**src/rtl/wb_arbiter_pkg.sv**
```systemverilog
// Shared definitions for the two-master Wishbone arbiter: FSM encodings and
// the width of the per-grant outstanding-request counter.
package wb_arbiter_pkg;

  typedef enum logic [1:0] {
    ST_IDLE  = 2'd0,
    ST_GNT0  = 2'd1,
    ST_GNT1  = 2'd2,
    ST_ABORT = 2'd3
  } arb_state_e;

  localparam int unsigned      OUTS_W   = 2;
  localparam logic [OUTS_W-1:0] OUTS_MAX = 2'd3;
  localparam logic [OUTS_W-1:0] OUTS_ZERO = 2'd0;

endpackage

```
**src/rtl/wb_arb_rr2.sv**
```systemverilog
// Two-way round-robin pick: a lone requester wins, a tie goes to the master
// that was not granted last.
module wb_arb_rr2 (
  input  logic [1:0] req,
  input  logic       last,
  output logic       winner
);

  // Winner select from the request vector and last owner
  always_comb begin
    winner = 1'b0;
    case (req)
      2'b01:   winner = 1'b0;
      2'b10:   winner = 1'b1;
      2'b11:   winner = ~last;
      default: winner = 1'b0;
    endcase
  end

endmodule

```
**src/rtl/wb_arbiter.sv**
```systemverilog
// Two-master pipelined Wishbone arbiter with bus-cycle round-robin grant and
// a per-grant no-ack watchdog that aborts the cycle and returns err.
module wb_arbiter
  import wb_arbiter_pkg::*;
#(
  parameter int unsigned TIMEOUT = 255
) (
  input  logic        clk,
  input  logic        resetn,
  input  logic        m0_wb_cyc_i,
  input  logic        m0_wb_stb_i,
  input  logic        m0_wb_we_i,
  input  logic [31:0] m0_wb_addr_i,
  input  logic [31:0] m0_wb_data_i,
  input  logic [3:0]  m0_wb_sel_i,
  output logic        m0_wb_ack_o,
  output logic        m0_wb_err_o,
  output logic        m0_wb_stall_o,
  output logic [31:0] m0_wb_data_o,
  input  logic        m1_wb_cyc_i,
  input  logic        m1_wb_stb_i,
  input  logic        m1_wb_we_i,
  input  logic [31:0] m1_wb_addr_i,
  input  logic [31:0] m1_wb_data_i,
  input  logic [3:0]  m1_wb_sel_i,
  output logic        m1_wb_ack_o,
  output logic        m1_wb_err_o,
  output logic        m1_wb_stall_o,
  output logic [31:0] m1_wb_data_o,
  output logic        s_wb_cyc_o,
  output logic        s_wb_stb_o,
  output logic        s_wb_we_o,
  output logic [31:0] s_wb_addr_o,
  output logic [31:0] s_wb_data_o,
  output logic [3:0]  s_wb_sel_o,
  input  logic        s_wb_ack_i,
  input  logic        s_wb_stall_i,
  input  logic [31:0] s_wb_data_i
);

  localparam logic [15:0] WDOG_LAST = 16'(TIMEOUT - 1);

  arb_state_e        state_r, state_nxt_s;
  logic              last_r, last_nxt_s;
  logic [15:0]       wdog_r, wdog_nxt_s;
  logic [OUTS_W-1:0] outs_r, outs_nxt_s;
  logic              winner_s, granted_s, own_sel_s, own_cyc_s, own_stb_s;
  logic              counting_s, timeout_s, inc_s;

  wb_arb_rr2 u_rr2 (
    .req    ({m1_wb_cyc_i, m0_wb_cyc_i}),
    .last   (last_r),
    .winner (winner_s)
  );

  assign granted_s  = (state_r == ST_GNT0) || (state_r == ST_GNT1);
  assign own_sel_s  = (state_r == ST_GNT1);
  assign own_cyc_s  = own_sel_s ? m1_wb_cyc_i : m0_wb_cyc_i;
  assign own_stb_s  = own_sel_s ? m1_wb_stb_i : m0_wb_stb_i;
  assign inc_s      = own_stb_s && !s_wb_stall_i;
  assign counting_s = own_stb_s || (outs_r != OUTS_ZERO);
  // An ack in the final counting cycle rescues the transfer, so err never meets ack
  assign timeout_s  = granted_s && own_cyc_s && !s_wb_ack_i && counting_s &&
                      (wdog_r >= WDOG_LAST);

  // Slave-side request mux; bus is fully quiet unless a master owns it
  always_comb begin
    s_wb_cyc_o  = 1'b0;
    s_wb_stb_o  = 1'b0;
    s_wb_we_o   = 1'b0;
    s_wb_addr_o = 32'h0000_0000;
    s_wb_data_o = 32'h0000_0000;
    s_wb_sel_o  = 4'h0;
    if (granted_s) begin
      if (own_sel_s) begin
        s_wb_cyc_o  = m1_wb_cyc_i;
        s_wb_stb_o  = m1_wb_stb_i;
        s_wb_we_o   = m1_wb_we_i;
        s_wb_addr_o = m1_wb_addr_i;
        s_wb_data_o = m1_wb_data_i;
        s_wb_sel_o  = m1_wb_sel_i;
      end else begin
        s_wb_cyc_o  = m0_wb_cyc_i;
        s_wb_stb_o  = m0_wb_stb_i;
        s_wb_we_o   = m0_wb_we_i;
        s_wb_addr_o = m0_wb_addr_i;
        s_wb_data_o = m0_wb_data_i;
        s_wb_sel_o  = m0_wb_sel_i;
      end
    end else begin
      s_wb_cyc_o = 1'b0;
    end
  end

  // Master-side response routing; acks outside a grant are dropped
  always_comb begin
    m0_wb_ack_o   = 1'b0;
    m0_wb_err_o   = 1'b0;
    m0_wb_stall_o = 1'b1;
    m0_wb_data_o  = 32'h0000_0000;
    m1_wb_ack_o   = 1'b0;
    m1_wb_err_o   = 1'b0;
    m1_wb_stall_o = 1'b1;
    m1_wb_data_o  = 32'h0000_0000;
    case (state_r)
      ST_GNT0: begin
        m0_wb_ack_o   = s_wb_ack_i;
        m0_wb_err_o   = timeout_s;
        m0_wb_stall_o = s_wb_stall_i;
        m0_wb_data_o  = s_wb_data_i;
      end
      ST_GNT1: begin
        m1_wb_ack_o   = s_wb_ack_i;
        m1_wb_err_o   = timeout_s;
        m1_wb_stall_o = s_wb_stall_i;
        m1_wb_data_o  = s_wb_data_i;
      end
      default: begin
        m0_wb_stall_o = 1'b1;
      end
    endcase
  end

  // Next-state and last-owner logic; ABORT reuses last to track the aborted master
  always_comb begin
    state_nxt_s = state_r;
    last_nxt_s  = last_r;
    case (state_r)
      ST_IDLE: begin
        if (m0_wb_cyc_i || m1_wb_cyc_i) begin
          state_nxt_s = winner_s ? ST_GNT1 : ST_GNT0;
        end else begin
          state_nxt_s = ST_IDLE;
        end
      end
      ST_GNT0, ST_GNT1: begin
        if (!own_cyc_s) begin
          state_nxt_s = ST_IDLE;
          last_nxt_s  = own_sel_s;
        end else if (timeout_s) begin
          state_nxt_s = ST_ABORT;
          last_nxt_s  = own_sel_s;
        end else begin
          state_nxt_s = state_r;
        end
      end
      ST_ABORT: begin
        if (!(last_r ? m1_wb_cyc_i : m0_wb_cyc_i)) begin
          state_nxt_s = ST_IDLE;
        end else begin
          state_nxt_s = ST_ABORT;
        end
      end
      default: state_nxt_s = ST_IDLE;
    endcase
  end

  // Watchdog and outstanding counters live only within an active grant
  always_comb begin
    wdog_nxt_s = 16'd0;
    outs_nxt_s = OUTS_ZERO;
    if (granted_s && own_cyc_s && !timeout_s) begin
      if (s_wb_ack_i) begin
        wdog_nxt_s = 16'd0;
      end else if (counting_s) begin
        wdog_nxt_s = wdog_r + 16'd1;
      end else begin
        wdog_nxt_s = wdog_r;
      end
      if (inc_s && !s_wb_ack_i && (outs_r != OUTS_MAX)) begin
        outs_nxt_s = outs_r + 2'd1;
      end else if (!inc_s && s_wb_ack_i && (outs_r != OUTS_ZERO)) begin
        outs_nxt_s = outs_r - 2'd1;
      end else begin
        outs_nxt_s = outs_r;
      end
    end else begin
      wdog_nxt_s = 16'd0;
    end
  end

  // State, last-owner and counter registers
  always_ff @(posedge clk or negedge resetn) begin
    if (!resetn) begin
      state_r <= ST_IDLE;
      last_r  <= 1'b1;
      wdog_r  <= 16'd0;
      outs_r  <= OUTS_ZERO;
    end else begin
      state_r <= state_nxt_s;
      last_r  <= last_nxt_s;
      wdog_r  <= wdog_nxt_s;
      outs_r  <= outs_nxt_s;
    end
  end

endmodule

```
**config.mk**
```make
export PLATFORM = sky130hd
export DESIGN_NAME = wb_arbiter
export DESIGN_NICKNAME = d
export VERILOG_FILES = /design/src/rtl/wb_arbiter_pkg.sv /design/src/rtl/wb_arb_rr2.sv /design/src/rtl/wb_arbiter.sv
export SDC_FILE = /design/constraint.sdc
export NUM_CORES = 1
export LEC_CHECK = 0
export BUFFER_PORTS_ARGS = -buffer_cell sky130_fd_sc_hd__buf_2
export CORE_AREA = 8 8 118 120
export DETAILED_ROUTE_END_ITERATION = 8
export DIE_AREA = 0 0 126 128
export SLEW_MARGIN = 20
export SYNTH_ARGS = -nofsm -noshare
export SYNTH_HDL_FRONTEND = slang
export SYNTH_SLANG_ARGS = --single-unit
```
**constraint.sdc**
```tcl
create_clock -name clk -period 2.7 [get_ports clk]
set_clock_uncertainty 0.05 [all_clocks]
set_input_delay 0.135 -clock clk [delete_from_list [all_inputs] [get_ports clk]]
set_output_delay 0.135 -clock clk [all_outputs]
set_load 0.01 [all_outputs]
```
==> impl_metrics.tcl, run 1 <==
set metrics [dict create \
    crit_fanout 37 \
    synthMuxAreaShare_pct 25.81 \
    synth_compound_area_share_pct 7.375 \
    synthDistinctLibCells 42 \
    cts_resized 0 \
    diodes 0 \
    synth-adder-area-share_pct 2.603 \
    max_slew.worst_pin.slew_ps 866.3 \
    fin_crit_sh_pct 87.93 \
    core-area_mm2 0.01221 \
    synth_warnings 0 \
    crit_type "flop to primary output" \
    clk_root_buffer_cell "clkbuf_16" \
    die_height_um 128 \
    postSynthAreaPerCell_um2 8.033 \
    fmax_mhz 421.2 \
    syn_inst 359 \
    grt_max_degree 101 \
    firstDrtPassIters 4 \
    drc 0 \
    hpwl_um 12700 \
    final_common_cell "buf_2" \
    required_ps 2520 \
    postRouteAntennaNets 0 \
    grt_pass1_wl_um 21400 \
    drv_slew 0 \
    async_flop_share_pct 100.0 \
    wl_per_cell_um 18.41 \
    leakage_nw 2.644 \
    ir_drop_mv 0.6783 \
    avgViaCountPerCell 4.370 \
    totalWireLength_um 14930 \
    dieArea_mm2 0.01613 \
    synth_edf_count 0 \
    most-common-layout-cells "buf_2 (318), mux2i_1 (71), nor2b_1 (71)" \
    holdBufCountCts 1 \
    cts_tree "yes" \
    cts_setup_buffers 0 \
    portBuffers 318 \
    final_nets 846 \
    yosys.area_share.simple_pct 39.31 \
    setup-tns-final_ps 0 \
    drive_gt1_share_pct 51.29 \
    synth_top_family_by_area "simple AND/OR/NAND/NOR gates" \
    initial_core_util_pct 23.62 \
    cp.arrival_ps 2190 \
    vias 3544 \
    setup_viol 0 \
    fin_total_pwr_w 0.004604 \
    syn_nets 543 \
    first_global_vias 3441 \
    rows 41 \
    status "finished, final reports clean" \
    numCtsBuffers 3 \
    relSlewSlack_pct 41.86 \
    ys_seq_area_share_pct 18.26 \
    area_growth_syn_to_layout_pct 63.04 \
    cts_max_path_buffers 2 \
    period_needed_ps 2374 \
    ys_ff_latch 21 \
    hold_viol 0 \
    syn_area_mm2 0.002884 \
    clock_latency_ps 260 \
    track_usage_pct 16.85 \
    power_density_mw_per_mm2 979.1 \
    rsz0062_at_grt "no" \
    drv_cap 0 \
    clock-sinks 21 \
    clk_pin_slew_ps 60 \
    endpoint_kind "primary output" \
    synth_xor_area_share_pct 1.822 \
    fillers 1314 \
    ios 319 \
    grt-ovfl-total 0 \
    fp.dieW_um 126 \
    crit_path_start_kind "flop" \
    place_congestion 0.8461 \
    drt_iter0_markers 175 \
    htreeDepth 1 \
    grt_antenna_before_repair 2 \
    synth-main-ff-cell "dfrtp_1" \
    hold_path.class "primary input to flop" \
]
worst max-delay path, stage by stage, from the launching register on:
cell	delay, ps
dfrtp_1	420
inv_1	100
ha_2	370
buf_4	350
buf_4	350
nor2b_1	170
buf_2	160
final cells by class:
class	count	area (um^2)	area share [%]
multi-input combinational	305	2233	47.50
timing repair buffer	323	1644	34.97
sequential	21	526.8	11.20
clock buffer	3	75.07	1.597
inverter	8	30.03	0.6386
tap	150	187.7	3.991
clock inverter	1	5.005	0.1064
cells in the mapped netlist (4+ instances only):
| master | n | area (um^2) |
|---|---|---|
| xor2_1 | 6 | 52.55 |
| dfrtp_1 | 20 | 500.5 |
| clkbuf_1 | 15 | 56.30 |
| and3_1 | 4 | 25.02 |
| buf_2 | 9 | 45.04 |
| inv_1 | 7 | 26.28 |
| ha_1 | 6 | 75.07 |
| a21oi_1 | 8 | 40.04 |
| and2_1 | 66 | 412.9 |
| nand2_1 | 11 | 41.29 |
| nor2_1 | 21 | 78.83 |
| o21ai_0 | 4 | 20.02 |
| nor2b_1 | 71 | 444.2 |
| mux2i_1 | 71 | 710.7 |
metal layers:
| metal | part of all wire [%] | track usage [%] | vias up |
|---|---|---|---|
| li1 | - | - | 1809 |
| met1 | 46 | 22.13 | 1597 |
| met2 | 47 | 28.26 | 124 |
| met3 | 6.2 | 3.910 | 10 |
| met4 | 0.46 | 1.769 | 4 |
| met5 | 0.17 | 0 | - |
flip-flops by register name, indices dropped and copies added (netlist names):
| register | count |
|---|---|
| last_r | 1 |
| outs_r | 2 |
| state_r | 2 |
| wdog_r | 16 |
power breakdown:
| group | total (W) | switching, W | internal, W |
|---|---|---|---|
| Clock | 0.000317 | 0.000118 | 0.000199 |
| Sequential | 0.000369 | 0.0000269 | 0.000342 |
| Combinational | 0.00392 | 0.00217 | 0.00175 |
path summary, 6_finish.rpt:
check,cells after the start,end,start,slack [ps]
max,6,s_wb_data_o[1],state_r[1]$_DFFE_PN0P_,330
min,3,last_r$_DFFE_PN1P_,m0_wb_cyc_i,120
max reg2reg,7,wdog_r[7]$_DFFE_PN0P_,state_r[0]$_DFFE_PN0P_,470
min reg2reg,2,wdog_r[15]$_DFFE_PN0P_,wdog_r[15]$_DFFE_PN0P_,460
max in group asynchronous,2,last_r$_DFFE_PN1P_,resetn,1910
min in group asynchronous,2,wdog_r[4]$_DFFE_PN0P_,resetn,330
through the flow:
step / area, um^2 / cells / hold slack, ps / setup slack [ps] / utilization, %
floorplan: 2884 / 359 / -210.6 / 788.0 / -
global placement: 4612 / 806 / 77.93 / 508.8 / 37.77
detailed placement: 4612 / 806 / 80.96 / 462.1 / 37.77
CTS: 4702 / 811 / 113.1 / 326.2 / 38.51
global route: 4702 / 811 / 136.7 / 148.9 / 38.51
finish: 4702 / 811 / 118.3 / 325.9 / 38.51
kinds of logic after synthesis:
family / after synthesis
buffers and inverters: 33
muxes: 73
DFF: 21
xor gates and xnor gates: 6
AOI/OAI and AO/OA: 28
and+or+nand+nor: 192
adders and majority gates: 6
(Power assumes the default switching activity.)
==> run 2: changes to the inputs <==
--- a/config.mk
+++ b/config.mk
@@ -9,6 +9,8 @@
 export CORE_AREA = 8 8 118 120
 export DETAILED_ROUTE_END_ITERATION = 8
 export DIE_AREA = 0 0 126 128
+export PLACE_DENSITY = 0.6
+export REMOVE_ABC_BUFFERS = 1
 export SLEW_MARGIN = 20
 export SYNTH_ARGS = -nofsm -noshare
 export SYNTH_HDL_FRONTEND = slang
==> constraint.sdc (replaced) <==
create_clock -name clk -period 2.7 [get_ports clk]
set_clock_uncertainty 0.05 [all_clocks]
set_input_delay 0.54 -clock clk [delete_from_list [all_inputs] [get_ports clk]]
set_output_delay 0.54 -clock clk [all_outputs]
set_load 0.01 [all_outputs]
==> impl_metrics.tcl, run 2 (same netlist as run 1, synthesis figures left out) <==
set metrics [dict create \
    crit_path_start_kind "flop" \
    final_nets 856 \
    final_common_cell "buf_2" \
    core-area_mm2 0.01221 \
    fin_ws_ps 92.28 \
    hpwl_um 12400 \
    utilization_pct 40.10 \
    vias 3637 \
    clock-sinks 21 \
    dieArea_mm2 0.01613 \
    first_global_vias 3577 \
    track_usage_pct 16.42 \
    fillers 1257 \
    power_density_mw_per_mm2 1035 \
    avgViaCountPerCell 4.430 \
    required_ps 2110 \
    hold_ws_ps 194.5 \
    setup-tns-final_ps 0 \
    ir_drop_mv 0.4739 \
    firstDrtPassIters 4 \
    numCtsBuffers 3 \
    grt_max_degree 75 \
    setup_viol 0 \
    swShare_pct 49.17 \
    r2r_end "wdog_r[13]$_DFFE_PN0P_" \
    leakage_nw 2.740 \
    regArea_um2 526.8 \
    crit_chain "inv_2 -> ha_4 -> mux2_2 -> nand2_1 -> nor2_1 -> and3_1 -> buf_2" \
    ios 319 \
    portBuffers 318 \
    drv_slew 0 \
    p_sw_w 0.002493 \
    fin_crit_sh_pct 96.58 \
    clock_latency_ps 250 \
    most-common-layout-cells "buf_2 (318), mux2i_1 (71), nor2b_1 (70)" \
    holdBufCountCts 0 \
    postRouteAntennaNets 0 \
    rows 41 \
    path_delay_family "multiplexers" \
    place_congestion 0.8768 \
    clk_pin_slew_ps 60 \
    clk_root_buffer_cell "clkbuf_16" \
    hold_path.class "primary input to asynchronous set/reset pin" \
    diodes 0 \
    drv_cap 0 \
    post-place-ws_ps -21.70 \
    cts_tree "yes" \
    multiInputGateArea_mm2 0.002270 \
    area_growth_syn_to_layout_pct 69.76 \
    p_int_w 0.002576 \
    clkPwrFrac_pct 6.2 \
    crit_buf_inv 2 \
    drt_iter0_markers 118 \
    cts_max_path_buffers 2 \
    hold_viol 0 \
    period_needed_ps 2608 \
    crit_type "flop to primary output" \
    crit_path_max_incr_delay_ps 420 \
    largest_register_ffs 16 \
    top_regs "wdog_r: 16 flops, outs_r: 2 flops, state_r: 2 flops" \
    max_slew.worst_pin.slew_ps 489.1 \
    totalWireLength_um 15180 \
    grt_pass1_wl_um 20890 \
    max_flop_register "wdog_r" \
    cp.arrival_ps 2020 \
    grt_antenna_before_repair 2 \
    htreeDepth 1 \
    drive_gt1_share_pct 52.76 \
    drc 0 \
    r2r_cells 7 \
    r2r_slack_ps 580 \
    crit_fanout 7 \
    fin_total_pwr_w 0.005069 \
    die_height_um 128 \
    wl_per_cell_um 18.49 \
    relSlewSlack_pct 67.39 \
    reg2reg_from "state_r[0]$_DFFE_PN0P_" \
    endpoint_kind "primary output" \
    fmax_mhz 383.5 \
    grt-ovfl-total 0 \
    fp.dieW_um 126 \
    p_seq_share_pct 7.2 \
    p_comb_share_pct 86.6 \
    initial_core_util_pct 23.62 \
    status "finished, final reports clean" \
    rsz0062_at_grt "no" \
    cpMaxStageDelayCell "mux2_2" \
]
[run 2: how the worst max path moves through the flow]
stage | startpoint | to | cells past startpoint | slack (ps)
finish | state_r[0]$_DFFE_PN0P_ | m0_wb_err_o | 7 | 90
global route | state_r[0]$_DFFE_PN0P_ | m0_wb_err_o | 7 | 1
CTS | state_r[0]$_DFFE_PN0P_ | m1_wb_err_o | 7 | 1
detailed placement | state_r[1]$_DFFE_PN0P_ | m1_wb_err_o | 7 | -20
global placement | state_r[1]$_DFFE_PN0P_ | m1_wb_err_o | 7 | -70
floorplan | state_r[0]$_DFFE_PN0P_ | m1_wb_err_o | 5 | -2360
[run 2: what timing repair did]
item	in CTS	in global routing
setup buffers	1	5
cloned	0	3
endpoints found under the setup margin	1	3
gates resized for setup	5	4
pin swaps	1	2
endpoints found under the hold margin	0	0
[run 2: through the flow]
step / cells / instance area [um^2]
final: 821 / 4896
after global routing: 821 / 4896
after CTS: 813 / 4761
after detailed placement: 808 / 4652
after global placement: 808 / 4652
after floorplan: 334 / 2775
[run 2: layout make-up]
cell class	instances	area share, %
clock inverters	1	0.1022
repair buffers	333	36.80
inverters	8	0.6133
multi-input cells	305	46.36
clock buffers	3	1.533
flip-flops and latches	21	10.76
well taps	150	3.833
[run 2: layer usage]
layer	vias up	global-route usage, %	wire length [um]
li1	1833	-	-
met2	217	28.26	7157
met4	4	2.831	166
met1	1567	18.63	6092
met5	-	0	27
met3	16	7.196	1736
[run 2: power groups by stage]
stage | combinational [W] | clock [W] | sequential (W)
final | 0.00439 | 0.000315 | 0.000364
after global routing | 0.00472 | 0.000335 | 0.000367
after CTS | 0.00410 | 0.000323 | 0.000361
after detailed placement | 0.00405 | 0 | 0.000373
after global placement | 0.00403 | 0 | 0.000372
after floorplan | 0.00243 | 0 | 0.000372
==> run 3: changes to the inputs <==
--- a/config.mk
+++ b/config.mk
@@ -6,10 +6,10 @@
 export NUM_CORES = 1
 export LEC_CHECK = 0
 export BUFFER_PORTS_ARGS = -buffer_cell sky130_fd_sc_hd__buf_2
-export CORE_AREA = 8 8 118 120
+export CORE_AREA = 8 8 117 119
 export DETAILED_ROUTE_END_ITERATION = 8
-export DIE_AREA = 0 0 126 128
-export PLACE_DENSITY = 0.6
+export DIE_AREA = 0 0 125 127
+export PLACE_DENSITY = 0.61
 export REMOVE_ABC_BUFFERS = 1
 export SLEW_MARGIN = 20
 export SYNTH_ARGS = -nofsm -noshare
==> constraint.sdc (replaced) <==
create_clock -name clk -period 3.2 [get_ports clk]
set_clock_uncertainty 0.05 [all_clocks]
set_input_delay 0.16 -clock clk [delete_from_list [all_inputs] [get_ports clk]]
set_output_delay 0.16 -clock clk [all_outputs]
set_load 0.01 [all_outputs]
==> impl_metrics.tcl, run 3 (same netlist as run 1, synthesis figures left out) <==
set metrics [dict create \
    fin_crit_sh_pct 74.05 \
    p_sw_w 0.001927 \
    core-area_mm2 0.01181 \
    largest_register_ffs 16 \
    place_congestion 0.9047 \
    clk_pin_slew_ps 60 \
    crit_chain "inv_1 -> ha_4 -> buf_4 -> inv_2 -> nor4_1 -> buf_2" \
    crit_fanout 26 \
    vias 3588 \
    wl_per_cell_um 17.15 \
    rsz0062_at_grt "no" \
    firstDrtPassIters 4 \
    p_seq_share_pct 8.0 \
    final_common_cell "buf_2" \
    most-common-layout-cells "buf_2 (318), mux2i_1 (71), nor2b_1 (71)" \
    avgViaCountPerCell 4.435 \
    crit_path_start_kind "flop" \
    grt_antenna_before_repair 0 \
    cts_setup_buffers 0 \
    p_comb_share_pct 85.2 \
    clock_latency_ps 250 \
    dieArea_mm2 0.01588 \
    power_density_mw_per_mm2 820.3 \
    drv_cap 0 \
    relSlewSlack_pct 43.87 \
    crit_path_max_incr_delay_ps 430 \
    p_int_w 0.001933 \
    layoutNonFillerInstCount 809 \
    max_slew.worst_pin.slew_ps 836.3 \
    totalWireLength_um 13870 \
    ir_drop_mv 0.4362 \
    postRouteAntennaNets 0 \
    drive_gt1_share_pct 51.36 \
    hold_viol 0 \
    crit_type "flop to primary output" \
    placed_cells 804 \
    clk_root_buffer_cell "clkbuf_16" \
    track_usage_pct 15.96 \
    area_growth_syn_to_layout_pct 63.17 \
    portBuffers 318 \
    fmax_mhz 422.0 \
    grt-ovfl-total 0 \
    leakage_nw 2.649 \
    cpMaxStageDelayCell "nor4_1" \
    final_nets 847 \
    grt_max_degree 79 \
    clock-sinks 21 \
    fp.dieW_um 125 \
    first_global_vias 3570 \
    initial_core_util_pct 24.42 \
    min_path_cells 3 \
    cts_tree "yes" \
    r2r_cells 7 \
    clkPwrFrac_pct 6.8 \
    swShare_pct 49.93 \
    cp.arrival_ps 2160 \
    final_cell_area_mm2 0.004706 \
    htreeDepth 1 \
    grt_pass1_wl_um 20420 \
    required_ps 2990 \
    fillers 1222 \
    dpl-instance-area_mm2 0.004616 \
    utilization_pct 39.84 \
    period_needed_ps 2370 \
    status "finished, final reports clean" \
    drc 0 \
    diodes 0 \
    ios 319 \
    rows 40 \
    die_height_um 127 \
    max_flop_register "wdog_r" \
    drv_slew 0 \
    fin_total_pwr_w 0.003860 \
    hold_path.class "primary input to flop" \
    hpwl_um 12080 \
    drt_iter0_markers 156 \
    endpoint_kind "primary output" \
    numCtsBuffers 3 \
    cts_max_path_buffers 2 \
    setup_viol 0 \
    top_regs "wdog_r: 16 flops, outs_r: 2 flops, state_r: 2 flops" \
]
## run 3: metal layers
layer,up-vias,wire (um),global-route usage [%]
li1,1810,-,-
met1,1565,5581,17.41
met2,204,6497,28.00
met3,9,1640,7.404
met4,0,151,3.009
met5,-,0,0
## run 3: through the flow
stage	setup WS, ps	TNS, ps	hold WS (ps)
6_report	830.3	0	151.5
2_1_floorplan	-1560	-119510	-185.6
3_3_place_gp	1064	0	87.53
3_5_place_dp	982.6	0	93.14
5_1_grt	596.5	0	177.6
4_1_cts	707.1	0	148.5
## run 3: final timing paths
kind                                         from                      to  slack (ps)
max                        state_r[0]$_DFFE_PN0P_             m1_wb_err_o         830
max reg2reg                state_r[0]$_DFFE_PN0P_   wdog_r[5]$_DFFE_PN0P_        1010
min reg2reg                wdog_r[15]$_DFFE_PN0P_  wdog_r[15]$_DFFE_PN0P_         470
min in group asynchronous                  resetn  wdog_r[11]$_DFFE_PN0P_         350
max in group asynchronous                  resetn      last_r$_DFFE_PN1P_        2400
min                                   m0_wb_cyc_i      last_r$_DFFE_PN1P_         150
## run 3: repair_timing
action                    4_1_cts  5_1_grt
hold endpoints to repair       20        0
hold buffers                    1        0
gates resized for setup         0        0
## run 3: power by group through the flow
stage,clock network (W),registers (W),logic [W]
after floorplan,0,0.000307,0.00211
after global placement,0,0.000314,0.00334
after detailed placement,0,0.000315,0.00333
after CTS,0.000271,0.000309,0.00335
after global routing,0.000280,0.000313,0.00357
final,0.000261,0.000310,0.00329
## run 3: area by class of cell
type,count,area [um^2],area share [%]
Sequential cell,21,526.8,11.19
Clock buffer,3,75.07,1.595
Inverter,8,30.03,0.6381
Clock inverter,1,5.005,0.1064
Tap cell,147,183.9,3.909
Multi-Input combinational cell,305,2233,47.46
Timing Repair Buffer,324,1652,35.10
## run 3: worst max-delay path, delay by kind of cell (launching register included)
family	cells	cell delay [ps]
adder cells (fa/ha/maj)	1	210
AND/OR/NAND/NOR	1	430
buffers and inverters	4	860
flip-flops	1	400
